[src/rtl/booth_seq_divider32.sv]
// Iterative restoring divider: one quotient bit per clock, fixed 34-cycle latency
// from start acceptance to the out_valid pulse, signed or unsigned operands.
module booth_seq_divider32 #(
    parameter int WIDTH = 32,
    parameter int CNT_W = 6
) (
    input  logic             clk,
    input  logic             rst,
    input  logic             start,
    input  logic [WIDTH-1:0] A,
    input  logic [WIDTH-1:0] B,
    input  logic             alu_signed,
    output logic             busy,
    output logic             out_valid,
    output logic [WIDTH-1:0] QUOT,
    output logic [WIDTH-1:0] REM,
    output logic             div_zero
);
    localparam logic [1:0] S_IDLE = 2'd0;
    localparam logic [1:0] S_CALC = 2'd1;
    localparam logic [1:0] S_FIX  = 2'd2;
    localparam logic [1:0] S_DONE = 2'd3;

    localparam logic [WIDTH-1:0] MIN_NEG   = {1'b1, {(WIDTH-1){1'b0}}};
    localparam logic [CNT_W-1:0] LAST_STEP = CNT_W'(WIDTH - 1);

    logic [1:0]       state_reg;
    logic [CNT_W-1:0] count_reg;
    logic [WIDTH-1:0] a_reg;
    logic [WIDTH-1:0] b_mag_reg;
    logic [WIDTH-1:0] rem_reg;
    logic [WIDTH-1:0] quo_reg;
    logic [WIDTH-1:0] q_res_reg;
    logic [WIDTH-1:0] r_res_reg;
    logic             sign_q_reg;
    logic             sign_r_reg;
    logic             dz_reg;
    logic             ovf_reg;

    // Operand 0 is the dividend, operand 1 the divisor.
    logic [WIDTH-1:0] op_raw [2];
    logic [WIDTH-1:0] op_mag [2];
    logic [1:0]       op_neg;

    assign op_raw[0] = A;
    assign op_raw[1] = B;

    genvar gi;
    generate
        for (gi = 0; gi < 2; gi++) begin : g_mag
            assign op_neg[gi] = alu_signed & op_raw[gi][WIDTH-1];
            assign op_mag[gi] = op_neg[gi] ? (~op_raw[gi] + WIDTH'(1)) : op_raw[gi];
        end
    endgenerate

    // The shifted partial remainder is one bit wider than the divisor so that
    // divisors with the MSB set still compare correctly in unsigned mode.
    logic [WIDTH:0]   shifted;
    logic [WIDTH-1:0] rem_trial;
    logic             no_borrow;

    always_comb begin
        shifted   = {rem_reg, quo_reg[WIDTH-1]};
        no_borrow = (shifted >= {1'b0, b_mag_reg});
        rem_trial = shifted[WIDTH-1:0] - b_mag_reg;
    end

    always_ff @(posedge clk or posedge rst) begin
        if (rst) begin
            state_reg  <= S_IDLE;
            count_reg  <= '0;
            a_reg      <= '0;
            b_mag_reg  <= '0;
            rem_reg    <= '0;
            quo_reg    <= '0;
            q_res_reg  <= '0;
            r_res_reg  <= '0;
            sign_q_reg <= 1'b0;
            sign_r_reg <= 1'b0;
            dz_reg     <= 1'b0;
            ovf_reg    <= 1'b0;
            busy       <= 1'b0;
            out_valid  <= 1'b0;
            QUOT       <= '0;
            REM        <= '0;
            div_zero   <= 1'b0;
        end else begin
            out_valid <= 1'b0;
            case (state_reg)
                S_IDLE: begin
                    if (start) begin
                        a_reg      <= A;
                        b_mag_reg  <= op_mag[1];
                        quo_reg    <= op_mag[0];
                        rem_reg    <= '0;
                        sign_q_reg <= op_neg[0] ^ op_neg[1];
                        sign_r_reg <= op_neg[0];
                        dz_reg     <= (B == '0);
                        ovf_reg    <= alu_signed && (A == MIN_NEG) && (B == '1);
                        count_reg  <= '0;
                        busy       <= 1'b1;
                        state_reg  <= S_CALC;
                    end
                end
                S_CALC: begin
                    rem_reg   <= no_borrow ? rem_trial : shifted[WIDTH-1:0];
                    quo_reg   <= {quo_reg[WIDTH-2:0], no_borrow};
                    count_reg <= count_reg + CNT_W'(1);
                    if (count_reg == LAST_STEP) begin
                        state_reg <= S_FIX;
                    end
                end
                S_FIX: begin
                    // Special cases take priority over the sign fix-up.
                    if (dz_reg) begin
                        q_res_reg <= '1;
                        r_res_reg <= a_reg;
                    end else if (ovf_reg) begin
                        q_res_reg <= MIN_NEG;
                        r_res_reg <= '0;
                    end else begin
                        q_res_reg <= sign_q_reg ? (~quo_reg + WIDTH'(1)) : quo_reg;
                        r_res_reg <= sign_r_reg ? (~rem_reg + WIDTH'(1)) : rem_reg;
                    end
                    state_reg <= S_DONE;
                end
                S_DONE: begin
                    QUOT      <= q_res_reg;
                    REM       <= r_res_reg;
                    div_zero  <= dz_reg;
                    out_valid <= 1'b1;
                    busy      <= 1'b0;
                    state_reg <= S_IDLE;
                end
                default: begin
                    state_reg <= S_IDLE;
                end
            endcase
        end
    end

endmodule

[config.mk]
export PLATFORM = sky130hd
export DESIGN_NAME = booth_seq_divider32
export DESIGN_NICKNAME = d
export VERILOG_FILES = /design/src/rtl/booth_seq_divider32.sv
export SDC_FILE = /design/constraint.sdc
export NUM_CORES = 1
export LEC_CHECK = 0
export ABC_AREA = 1
export BUFFER_PORTS_ARGS = -buffer_cell sky130_fd_sc_hd__buf_2
export CORE_ASPECT_RATIO = 1.4
export CORE_MARGIN = 10
export CORE_UTILIZATION = 25
export DETAILED_ROUTE_END_ITERATION = 6
export PLACE_DENSITY = 0.37
export SLEW_MARGIN = 20
export SYNTH_ARGS = -nofsm -noshare
export SYNTH_HDL_FRONTEND = slang
export SYNTH_SLANG_ARGS = --single-unit
[constraint.sdc]
create_clock -name clk -period 11 [get_ports clk]
set_input_delay 1.1 -clock clk [delete_from_list [all_inputs] [get_ports clk]]
set_output_delay 1.1 -clock clk [all_outputs]
set_load 0.03 [all_outputs]
### Word-level counts from Yosys, hierarchy flattened

Index checks and enable logic that the tools add are counted.

* bits of input ports: 68
* register bits: 271
* output and inout port bits: 67
* logic and storage cells: 70

* add/subtract/negate cells: 6
* bitwise operators: 7
* reductions and logical operators: 10
* $lt $le $gt $ge: 1
* eq/ne operators: 8
* multiplexer cells: 21

Operators by type and width (count)
* 32-bit 2-to-1 mux: 11
* 32-bit by 1-bit adder with 32-bit output (second input constant): 4
* 32-bit NOT: 4
* 32-bit case mux with 2 select lines: 2
* 32-bit == test (second input constant): 2
* 33-bit by 32-bit greater-or-equal comparator with 1-bit output: 1
* 32-bit zero test: 1
* 32-bit subtractor: 1
* 6-bit case mux with 2 select lines: 1
* 2-bit case mux with 4 select lines: 1
* 2-bit AND reduction: 4
* 6-bit by 1-bit adder with 6-bit output (second input constant): 1
* 6-bit by 5-bit == test with 1-bit output (second input constant): 1
* 6-bit 2-to-1 mux: 1
* 2-bit == test (second input constant): 2
* 2-bit 2-to-1 mux: 2
* 2-bit != test (second input constant): 2
* 2-bit nonzero test: 2
* 1-bit AND: 2
* 2-bit by 1-bit == test with 1-bit output (second input constant): 1
* 1-bit logical AND: 2
* 2-bit zero test: 1
* 1-bit 2-to-1 mux: 2
* 1-bit case mux with 2 select lines: 1
* 1-bit XOR: 1

### Depth between registers and ports, before layout

Gate-level depths: netlist of the first run.

* depth in word-level cells: 5
* gate-level depth with buffers: 17

### Worst setup path before layout of the first run

OpenSTA, ideal clock, no wires.

* path kind: input to register
* from: input port A[0]
* to: register quo_reg[24]
* data required time: 10882 ps
* buffers on the path: 0
* arrival time: 2322 ps
* path slack: 8560 ps
* stages: 11
* library setup time: 118 ps
* path through: inv_1 ha_1 nand4_1 nor2_1 nand2_1 nor2_2 nand4_1 nand2_1 nand2_1 nand3_1 nand2_1

* longest elaborated chain between the ends: 5

RTL lines
* start, declared: RTL line 10 `input logic [WIDTH-1:0] A,`
* 32-bit NOT: RTL line 52 `assign op_mag[gi] = op_neg[gi] ? (~op_raw[gi] + WIDTH'(1)) : op_raw[gi];`
* 32-bit by 1-bit adder with 32-bit output: RTL line 52
* 32-bit 2-to-1 mux: RTL line 52
* 32-bit 2-to-1 mux: RTL line 91 `if (start) begin`
* 32-bit case mux with 2 select lines: RTL line 89 `case (state_reg)`
* end signal, assigned: RTL line 94 `quo_reg <= op_mag[0];`
* end signal, assigned: RTL line 107 `quo_reg <= {quo_reg[WIDTH-2:0], no_borrow};`
* end, declared: RTL line 32 `logic [WIDTH-1:0] quo_reg;`

No other way between the ends. The select of a mux whose other input is x is not followed.
A chain may end at the register's enable or synchronous reset.

### Worst setup path in the final report of the first run

* from: register rem_reg[28]
* to: register rem_reg[27]

* longest elaborated chain between the ends: 3

RTL lines
* start, declared: RTL line 31 `logic [WIDTH-1:0] rem_reg;`
* start signal, assigned: RTL line 106 `rem_reg <= no_borrow ? rem_trial : shifted[WIDTH-1:0];`
* 33-bit by 32-bit greater-or-equal comparator with 1-bit output: RTL line 64 `no_borrow = (shifted >= {1'b0, b_mag_reg});`
* 32-bit 2-to-1 mux: RTL line 106
* 32-bit case mux with 2 select lines: RTL line 89

No other way between the ends.

==> run summary, run 1 <==
Worst path max stage delay: 0.69 ns
Average wire per standard cell: 19.4 um
YS warnings: 0
Synth async-reset ratio: 100%
Io pins: 135
Resize count post-CTS: 0
DR vias/cell: 4.62
HP Class: reg2reg
Post-DP HPWL: 55.4 mm
H-tree depth: 2
Worst-margin pin slew: 0.983 ns
CP bufs+invs: 0
Overall global routing resource usage: 17.1%
Share of layout cells above drive strength 1: 10.4%
Register area share after synthesis: 39.0%
Hold-fix buffer count after cts: 0
Worst Reg-to-Reg Cells: 11
Post-synth EDFFs: 0
Clock buffer count from CTS: 34
VDD IR max: 0.116 mV
Status: completed
Multi-input gate area: 8930 sq um
Area Overhead vs Synth: 15.9%
Routability cong.: 0.880
Fin nets: 2767
Final cell count without fillers: 3611
WHS Path Cells: 2
Max Slew Vio Count: 0
Final min period: 3.47 ns
Initial core utilization: 25.2%
RSZ-0062 raised after global routing: no
Crit-path cells: ha_1 -> nand2_1 -> nor3_1 -> nand2_1 -> nor2_1 -> nand2_2 -> nand2_2 -> nand2_1 -> nand2_1 -> nand2_1 -> nand2_1
Kind of critical path: reg2reg
Crit-path most repeated cell: nand2_1
Internal reg-to-reg setup slack: 7.53 ns
Die Height: 332 um
Reg clk slew, reported paths: 0.06 ns
Crit end category: flop
Finish-stage setup viols: 0
Site Rows: 114
# DRC: 0
Crit path launch type: flop
CP Data Required Time: 11.48 ns
Max_cap viols: 0
Ys flop type: dfrtp_1
Leak: 10.2 nW
Slowest cell on crit path: nand2_2
Final Hold Viols: 0
Maximum root-to-sink buffer count: 3
Syn Area/Cell: 6.78 sq um
PD cells: 349 nW/um^2
Crit share post-route: 31.6%
Hold Path Sink: QUOT[2]$_DFFE_PP0P_
Top Family by Delay on Critical Path: simple AND/OR/NAND/NOR gates
Total gr overflow: 0
Setup TNS: 0 ns
Vias: 16700
Die width: 243 um
First-pass GRT wire length: 106 mm
CTS sink cnt: 271
Dpl cells: 3547
Syn Inst Count: 2561
Min-delay src: QUOT[2]$_DFFE_PP0P_
Largest net degree at the start of global routing: 119
Crit-path max FO: 32
Setup bufs post-CTS: 0
Iteration-0 DRC Markers: 1041
Filler cell count: 7798
Mapped cell area: 17400 sq um
WL final: 70.1 mm
Slew headroom: 34.1%
DRT antenna net count: 0
Die ar.: 80600 sq um
Seq cells post-synth: 271
Synthesized net count: 2672
Input/output buffers: 134
DR pass1 iterations: 5
Vias in the first global route: 16800
Core Area: 69000 sq um
Initial antenna violation count: 3
Library cells used by synthesis: 47
CP Data Arrival Time: 3.96 ns
Maximum clock frequency: 288 MHz
CTS tree: yes
RR Endpoint: rem_reg[27]$_DFFE_PP0P_
Reg-to-Reg Start: rem_reg[28]$_DFFE_PP0P_
Clk_lat worst skew: 0.55 ns
Root Driver: clkbuf_16
Register area: 6780 sq um
Clock Skew: 0.0136 ns
cell usage after synthesis, types with 17 or more instances:
library cell / n / share of area (%)
nand3_1: 265 / 7.6
nor3_1: 20 / 0.58
o221ai_1: 18 / 0.91
o21ai_0: 115 / 3.3
nand2_1: 798 / 17
xor2_1: 34 / 1.7
a21oi_1: 133 / 3.8
inv_1: 322 / 7.0
nor2_2: 17 / 0.61
dfrtp_1: 271 / 39
nor2_1: 242 / 5.2
ha_1: 42 / 3.0
nand4_1: 38 / 1.4
clkbuf_1: 68 / 1.5
stage by stage:
| stage | cell area, sq um | power (mW) | hold WS [ns] | util, % | worst slack [ns] |
|---|---|---|---|---|---|
| CTS | 20100 | 7.13 | 0.468 | 29.1 | 7.30 |
| detailed placement | 19000 | 5.91 | 0.453 | 27.5 | 6.91 |
| floorplan | 17400 | 4.58 | 0.449 | - | 2.43 |
| global placement | 19000 | 5.88 | 0.450 | 27.5 | 6.96 |
| finish | 20100 | 7.02 | 0.463 | 29.2 | 7.53 |
| global route | 20100 | 7.68 | 0.487 | 29.2 | 7.25 |
metal layers:
layer | global-route usage, % | up-vias | wire length [um]
met4 | 10.2 | 2 | 4290
met2 | 30.0 | 362 | 34800
met1 | 19.5 | 7806 | 28800
li1 | - | 8401 | -
met5 | 0 | - | 12
met3 | 2.12 | 122 | 2160
cell usage in the layout, fill, tap and decap left out, drive strengths merged, types with 34 or more instances in the layout:
cell,synthesis,routed
nor2,262,262
clkbuf,68,51
nand2,810,810
dfrtp,271,271
buf,26,153
o21ai,132,132
xor2,34,34
nand4,38,38
nand3,278,278
inv,335,335
a21oi,134,134
ha,42,42
worst register-to-register path, delay by kind of cell, from the launching register on:
kind	cells	cell delay (ns)
adder cells (fa/ha/maj)	1	0.40
flip-flops	1	0.48
AND/OR/NAND/NOR	10	2.52
worst max-delay path by stage:
stage | startpoint | endpoint | slack [ns] | cells past startpoint
2_1_floorplan | rst | QUOT[0]$_DFFE_PP0P_ | 2.43 | 1
3_3_place_gp | start | count_reg[5]$_DFFE_PP0P_ | 6.96 | 11
3_5_place_dp | start | count_reg[5]$_DFFE_PP0P_ | 6.91 | 11
4_1_cts | state_reg[0]$_DFFE_PP0P_ | count_reg[5]$_DFFE_PP0P_ | 7.30 | 12
5_1_grt | b_mag_reg[7]$_DFFE_PP0P_ | rem_reg[29]$_DFFE_PP0P_ | 7.25 | 16
6_report | rem_reg[28]$_DFFE_PP0P_ | rem_reg[27]$_DFFE_PP0P_ | 7.53 | 11
kinds of logic after synthesis:
family	Yosys count	share of synthesized area, %
AOI/OAI and AO/OA	334	10.7
DFF	271	39.0
adders and majority gates	43	3.14
xor gates and xnor gates	48	2.42
buffers and inverters	431	9.63
and+or+nand+nor	1434	35.1
layout make-up:
cell class,instances,area share [%]
Sequential cell,271,33.7
Clock buffer,51,5.16
Timing Repair Buffer,153,4.14
Multi-Input combinational cell,1859,44.4
Tap cell,928,5.77
Inverter,337,6.32
Clock inverter,11,0.565
Antenna cell,1,0.0124
where the power goes:
part | switching [mW] | total [mW] | internal (mW)
Sequential | 0.374 | 1.86 | 1.48
Clock | 0.468 | 1.17 | 0.702
Combinational | 2.79 | 3.99 | 1.21
Total | 3.63 | 7.02 | 3.39
Power figures use the tool's default switching activity.
==> inputs of run 2 (changes only) <==
--- a/config.mk
+++ b/config.mk
@@ -11,7 +11,7 @@
 export CORE_MARGIN = 10
 export CORE_UTILIZATION = 25
 export DETAILED_ROUTE_END_ITERATION = 6
-export PLACE_DENSITY = 0.37
+export PLACE_DENSITY = 0.38
 export SLEW_MARGIN = 20
 export SYNTH_ARGS = -nofsm -noshare
 export SYNTH_HDL_FRONTEND = slang
==> constraint.sdc (replaced) <==
create_clock -name clk -period 2.9 [get_ports clk]
set_input_delay 0.29 -clock clk [delete_from_list [all_inputs] [get_ports clk]]
set_output_delay 0.29 -clock clk [all_outputs]
set_load 0.03 [all_outputs]
==> run 2 against run 1 <==
Combinational power increased to 3.9 times the previous value. Largest cell class unchanged. Clock power increased to 3.9 times the previous value. Maximum frequency increased by 32%. Sequential share of layout area decreased by 0.38 points. Final cell count increased by 0.58%. Clock skew increased by 0.0072 ns. Critical endpoint is now rem_reg[28]$_DFFE_PP0P_. Via count increased by 1.9%. Largest power group unchanged. Utilization increased by 0.34 points.
==> run summary, run 2 (synthesis results as in run 1) <==
Final min period: 2.63 ns (-0.848 ns)
DRT antenna net count: 0 (unchanged)
Max_cap viols: 0 (unchanged)
Clock Skew: 0.0207 ns (+0.00716 ns)
Die Height: 332 um (unchanged)
Status: completed
Reg-to-Reg Start: b_mag_reg[6]$_DFFE_PP0P_
HP Class: in2reg
CTS tree: yes
RR Endpoint: rem_reg[28]$_DFFE_PP0P_
Core Area: 69000 sq um (unchanged)
Crit share post-route: 90.6% (+59 points)
Maximum root-to-sink buffer count: 3 (unchanged)
Average wire per standard cell: 20.2 um (+3.8%)
Finish-stage setup viols: 0 (unchanged)
Maximum clock frequency: 381 MHz (+32%)
Share of layout cells above drive strength 1: 11.2% (+0.73 points)
Crit path launch type: flop
Crit-path max FO: 29 (-9.4%)
Hold slack: 0.0603 ns (-0.403 ns)
Vias in the first global route: 17300 (+3.0%)
Fin nets: 2790 (+0.83%)
Post-DP HPWL: 58.4 mm (+5.3%)
Commonest non-fill, non-tap cell in the layout: nand2_1
Worst-margin pin slew: 0.866 ns (-0.117 ns)
Final Hold Viols: 0 (unchanged)
Root Driver: clkbuf_16
Input/output buffers: 134 (unchanged)
DR vias/cell: 4.68 (+1.3%)
Total gr overflow: 0 (unchanged)
Area Overhead vs Synth: 17.3%
Routability cong.: 0.939 (+6.8%)
Die width: 243 um (unchanged)
Reg clk slew, reported paths: 0.06 ns (about the same)
H-tree depth: 2 (unchanged)
RSZ-0062 raised after global routing: no
Most frequent cells in the layout: nand2_1, inv_1, dfrtp_1, nand3_1, nor2_1
Post-Place Worst Slack: 0.264 ns (-6.64 ns)
Initial antenna violation count: 1 (-2)
Die ar.: 80600 sq um (unchanged)
Iteration-0 DRC Markers: 1091 (+4.8%)
Filler cell count: 7764 (-0.44%)
Kind of critical path: reg2reg
Overall global routing resource usage: 17.8% (+0.71 points)
First-pass GRT wire length: 110 mm (+3.9%)
Max Slew Vio Count: 0 (unchanged)
Io pins: 135 (unchanged)
Crit end category: flop
CP Data Arrival Time: 3.05 ns (-0.91 ns)
Resize count post-CTS: 0 (unchanged)
Clk_lat worst skew: 0.55 ns (about the same)
Clock buffer count from CTS: 34 (unchanged)
Leak: 10.3 nW (+1.3%)
DR pass1 iterations: 5 (unchanged)
CTS sink cnt: 271 (unchanged)
# DRC: 0 (unchanged)
PD cells: 1330 nW/um^2 (+280%)
Largest net degree at the start of global routing: 97 (-18%)
Worst Slack Setup Final: 0.274 ns (-7.25 ns)
Site Rows: 114 (unchanged)
Setup crit start: b_mag_reg[6]$_DFFE_PP0P_
Initial core utilization: 25.2% (unchanged)
CP Data Required Time: 3.32 ns (-8.16 ns)
Worst Setup EP: rem_reg[28]$_DFFE_PP0P_
Vias: 17000 (+1.9%)
VDD IR max: 0.405 mV (+250%)
Slew headroom: 42.3% (+8.2 points)
Internal reg-to-reg setup slack: 0.27 ns (-7.25 ns)
Worst Reg-to-Reg Cells: 17 (+6)
WL final: 73.2 mm (+4.4%)
==> run 2: changes by cell type in the layout (fill, tap and decap cells not counted), sizes merged <==
cell / change
buf: +22
bufinv: +2
clkbuf: -3
clkinvlp: -1
dlygate4sd3: +1
==> run 2: how the worst min path moves through the flow <==
stage | startpoint | endpoint | cells after the start
final | A[29] | a_reg[29]$_DFFE_PP0P_ | 3
after global routing | A[29] | a_reg[29]$_DFFE_PP0P_ | 3
after CTS | B[31] | sign_q_reg$_DFFE_PP0P_ | 2
after detailed placement | rst | REM[12]$_DFFE_PP0P_ | 2
after global placement | rst | REM[12]$_DFFE_PP0P_ | 2
after floorplan | B[31] | sign_q_reg$_DFFE_PP0P_ | 1
==> run 2: layout make-up <==
| cell class | count | area (sq um) | area share, % |
|---|---|---|---|
| inverter | 337 | 1270 | 6.23 |
| clock inverter | 12 | 175 | 0.860 |
| tap | 928 | 1160 | 5.70 |
| timing repair buffer | 176 | 1050 | 5.16 |
| multi-input combinational | 1859 | 8930 | 43.9 |
| antenna | 1 | 2.50 | 0.0123 |
| sequential | 271 | 6780 | 33.3 |
| clock buffer | 48 | 995 | 4.88 |
==> run 2: through the flow <==
stage | power [mW] | setup TNS (ns) | instance area [sq um] | instances | util [%]
after floorplan | 17.4 | -263.26 | 17400 | 2561 | -
after global routing | 29.5 | 0 | 20400 | 3632 | 29.5
after global placement | 22.8 | 0 | 19200 | 3570 | 27.8
after CTS | 27.5 | 0 | 20400 | 3631 | 29.5
final | 27.0 | 0 | 20400 | 3632 | 29.5
after detailed placement | 22.8 | 0 | 19200 | 3570 | 27.8
==> run 2: timing repair <==
action | in CTS | in global routing
endpoints found under the hold margin | 15 | 0
setup endpoints to repair | 0 | 0
hold buffers | 1 | 0
buffers inserted | 0 | 0
==> run 2: routing by layer <==
metal  global-route usage, %  wire [um]  up-vias
met4                    7.95       3220        0
met2                    33.2      38500      333
met5                       0          0        -
met3                    2.04       2130       98
li1                        -          -     8461
met1                    19.8      29400     8114
==> run 2: report_power, final <==
part           switching, mW  internal (mW)  leakage [nW]
combinational           10.7           4.73          6.46
sequential              1.41           5.63          3.31
clock                   1.78           2.75         0.578
total                   13.9           13.1          10.3
==> run 2: worst max-delay path: stages (launching register included) <==
cell and delay [ns]:
dfrtp_1 0.37, inv_1 0.19, ha_1 0.33, nand2_1 0.09, nand2_1 0.07, nand2_1 0.06
nand2_1 0.14, inv_2 0.09, nand3_2 0.17, nand2_2 0.12, nand2_2 0.09, nand2_2 0.09
buf_4 0.35, nand3_1 0.13, nand2_1 0.09, inv_1 0.04, nand2_1 0.04, nand2_1 0.04
==> inputs of run 3 (changes only) <==
--- a/config.mk
+++ b/config.mk
@@ -12,6 +12,7 @@
 export CORE_UTILIZATION = 25
 export DETAILED_ROUTE_END_ITERATION = 6
 export PLACE_DENSITY = 0.38
+export SETUP_SLACK_MARGIN = 0.5
 export SLEW_MARGIN = 20
 export SYNTH_ARGS = -nofsm -noshare
 export SYNTH_HDL_FRONTEND = slang
==> run 3 against run 2 <==
Hold slack better by 0.0043 ns. Count of clock-buffer cells in the layout unchanged. Critical path type unchanged. Total power up 4.3%. Cell area up 2.7%.
==> run summary, run 3 (synthesis results as in run 1) <==
Final min period: 2.30 ns (-0.322 ns)
DR pass1 iterations: 6 (+1)
Reg clk slew, reported paths: 0.06 ns (about the same)
# DRC: 0 (unchanged)
Crit path launch type: flop
Iteration-0 DRC Markers: 1124 (+3.0%)
Reg-to-Reg Start: b_mag_reg[1]$_DFFE_PP0P_
Worst-margin pin slew: 0.863 ns (-0.00275 ns)
Die ar.: 80600 sq um (unchanged)
Root Driver: clkbuf_16
Share of layout cells above drive strength 1: 13.9% (+2.7 points)
Total gr overflow: 0 (unchanged)
Vias in the first global route: 17300 (+0.25%)
WL final: 73.8 mm (+0.83%)
Crit share post-route: 79.5% (-11 points)
Initial antenna violation count: 1 (unchanged)
Overall global routing resource usage: 17.8% (+0.028 points)
Most frequent cells in the layout: nand2_1, inv_1, dfrtp_1, nand3_1, nor2_1
Post-route cell area: 20900 sq um (+2.7%)
HP Class: in2reg
First-pass GRT wire length: 110 mm (+0.22%)
RSZ-0062 raised after global routing: yes
Worst Reg-to-Reg Cells: 12 (-5)
PD cells: 1350 nW/um^2 (+1.5%)
Finish-stage setup viols: 0 (unchanged)
Slew headroom: 42.5% (+0.18 points)
Vias: 17100 (+0.26%)
Crit end category: flop
Largest net degree at the start of global routing: 97 (unchanged)
CP Data Required Time: 3.33 ns (about the same)
CP Data Arrival Time: 2.73 ns (-0.32 ns)
Setup TNS: 0 ns (unchanged)
Min-delay src: B[29]
Status: completed
DR vias/cell: 4.69 (+0.18%)
Site Rows: 114 (unchanged)
Fin nets: 2793 (+0.11%)
Clock Skew: 0.0211 ns (+0.000374 ns)
Initial core utilization: 25.2% (unchanged)
Die Height: 332 um (unchanged)
CTS tree: yes
Commonest non-fill, non-tap cell in the layout: nand2_1
Clock buffer count from CTS: 34 (unchanged)
Final Hold Viols: 0 (unchanged)
Post-place instance area: 19200 sq um (unchanged)
Maximum clock frequency: 434 MHz (+14%)
Maximum root-to-sink buffer count: 3 (unchanged)
Clk_lat worst skew: 0.55 ns (about the same)
Routability cong.: 0.939 (unchanged)
RR Endpoint: rem_reg[13]$_DFFE_PP0P_
Area Overhead vs Synth: 20.5%
Worst Slack Setup Final: 0.596 ns (+0.322 ns)
Leak: 10.4 nW (+0.70%)
Filler cell count: 7720 (-0.57%)
WHS Path Cells: 4 (+1)
Input/output buffers: 134 (unchanged)
Post-DP HPWL: 58.4 mm (unchanged)
Core Area: 69000 sq um (unchanged)
Max Slew Vio Count: 0 (unchanged)
Internal reg-to-reg setup slack: 0.60 ns (+0.32 ns)
Max_cap viols: 0 (unchanged)
Average wire per standard cell: 20.3 um (+0.75%)
Finished Core Util: 30.3% (+0.80 points)
Io pins: 135 (unchanged)
Hold Path Sink: b_mag_reg[29]$_DFFE_PP0P_
Crit-path max FO: 4 (-86%)
VDD IR max: 0.453 mV (+12%)
Kind of critical path: reg2reg
DRT antenna net count: 0 (unchanged)
H-tree depth: 2 (unchanged)
CTS sink cnt: 271 (unchanged)
Post-Place Worst Slack: 0.264 ns (unchanged)
Die width: 243 um (unchanged)
run 3: worst max-delay path, stage by stage, from the launching register on:
cell     delay (ns)
dfrtp_1        0.35
inv_1          0.19
ha_1           0.31
nand3_1        0.14
nand3_2        0.16
nand2_1        0.11
nand2_1        0.16
nand2_1        0.10
nand2_1        0.18
xnor2_1        0.29
nand2_1        0.09
nand3_1        0.07
nand2_1        0.05
run 3: report_power, final:
part	leakage, nW	total [mW]	switching [mW]	internal (mW)
combinational	6.55	16.5	11.1	5.43
sequential	3.30	7.11	1.47	5.64
clock	0.578	4.54	1.78	2.75
run 3: final cells by class:
| cell class | instances | area (sq um) | share of cell area [%] |
|---|---|---|---|
| multi-input cells | 1859 | 9380 | 44.8 |
| flip-flops and latches | 271 | 6790 | 32.5 |
| diodes | 1 | 2.50 | 0.0120 |
| clock buffers | 48 | 995 | 4.75 |
| well taps | 928 | 1160 | 5.55 |
| inverters | 337 | 1270 | 6.06 |
| repair buffers | 179 | 1150 | 5.50 |
| clock inverters | 12 | 175 | 0.837 |
run 3: worst max-delay path by stage:
stage	from	to	slack, ns	cells past startpoint
after CTS	rem_reg[13]$_DFFE_PP0P_	rem_reg[10]$_DFFE_PP0P_	0.50	13
after floorplan	rst	QUOT[0]$_DFFE_PP0P_	-0.97	1
after global placement	b_mag_reg[6]$_DFFE_PP0P_	rem_reg[30]$_DFFE_PP0P_	0.24	17
after detailed placement	b_mag_reg[6]$_DFFE_PP0P_	rem_reg[30]$_DFFE_PP0P_	0.26	17
final	b_mag_reg[1]$_DFFE_PP0P_	rem_reg[13]$_DFFE_PP0P_	0.60	12
after global routing	b_mag_reg[1]$_DFFE_PP0P_	rem_reg[13]$_DFFE_PP0P_	0.48	12
run 3: through the flow:
stage,hold WS [ns],instances,total power [mW]
5_1_grt,0.0457,3635,30.7
3_5_place_dp,0.400,3570,22.8
6_report,0.0645,3635,28.2
4_1_cts,0.0217,3631,27.8
3_3_place_gp,0.397,3570,22.8
2_1_floorplan,0.392,2561,17.4
run 3: repair_timing:
item | CTS | global route
setup buffers | 0 | 1
resized for setup | 33 | 66
setup endpoints to repair | 33 | 39
pin swaps | 1 | 5
hold buffers | 1 | 0
gates cloned | 0 | 2
endpoints found under the hold margin | 15 | 0
run 3: layer usage:
layer	wire, um	track usage, %	share of wire (%)	vias to the layer above
met3	2230	2.03	3.0	102
met1	29400	19.9	40	8140
met4	3220	7.71	4.4	0
met2	39000	33.3	53	348
met5	0	0	0	-
li1	-	-	-	8461
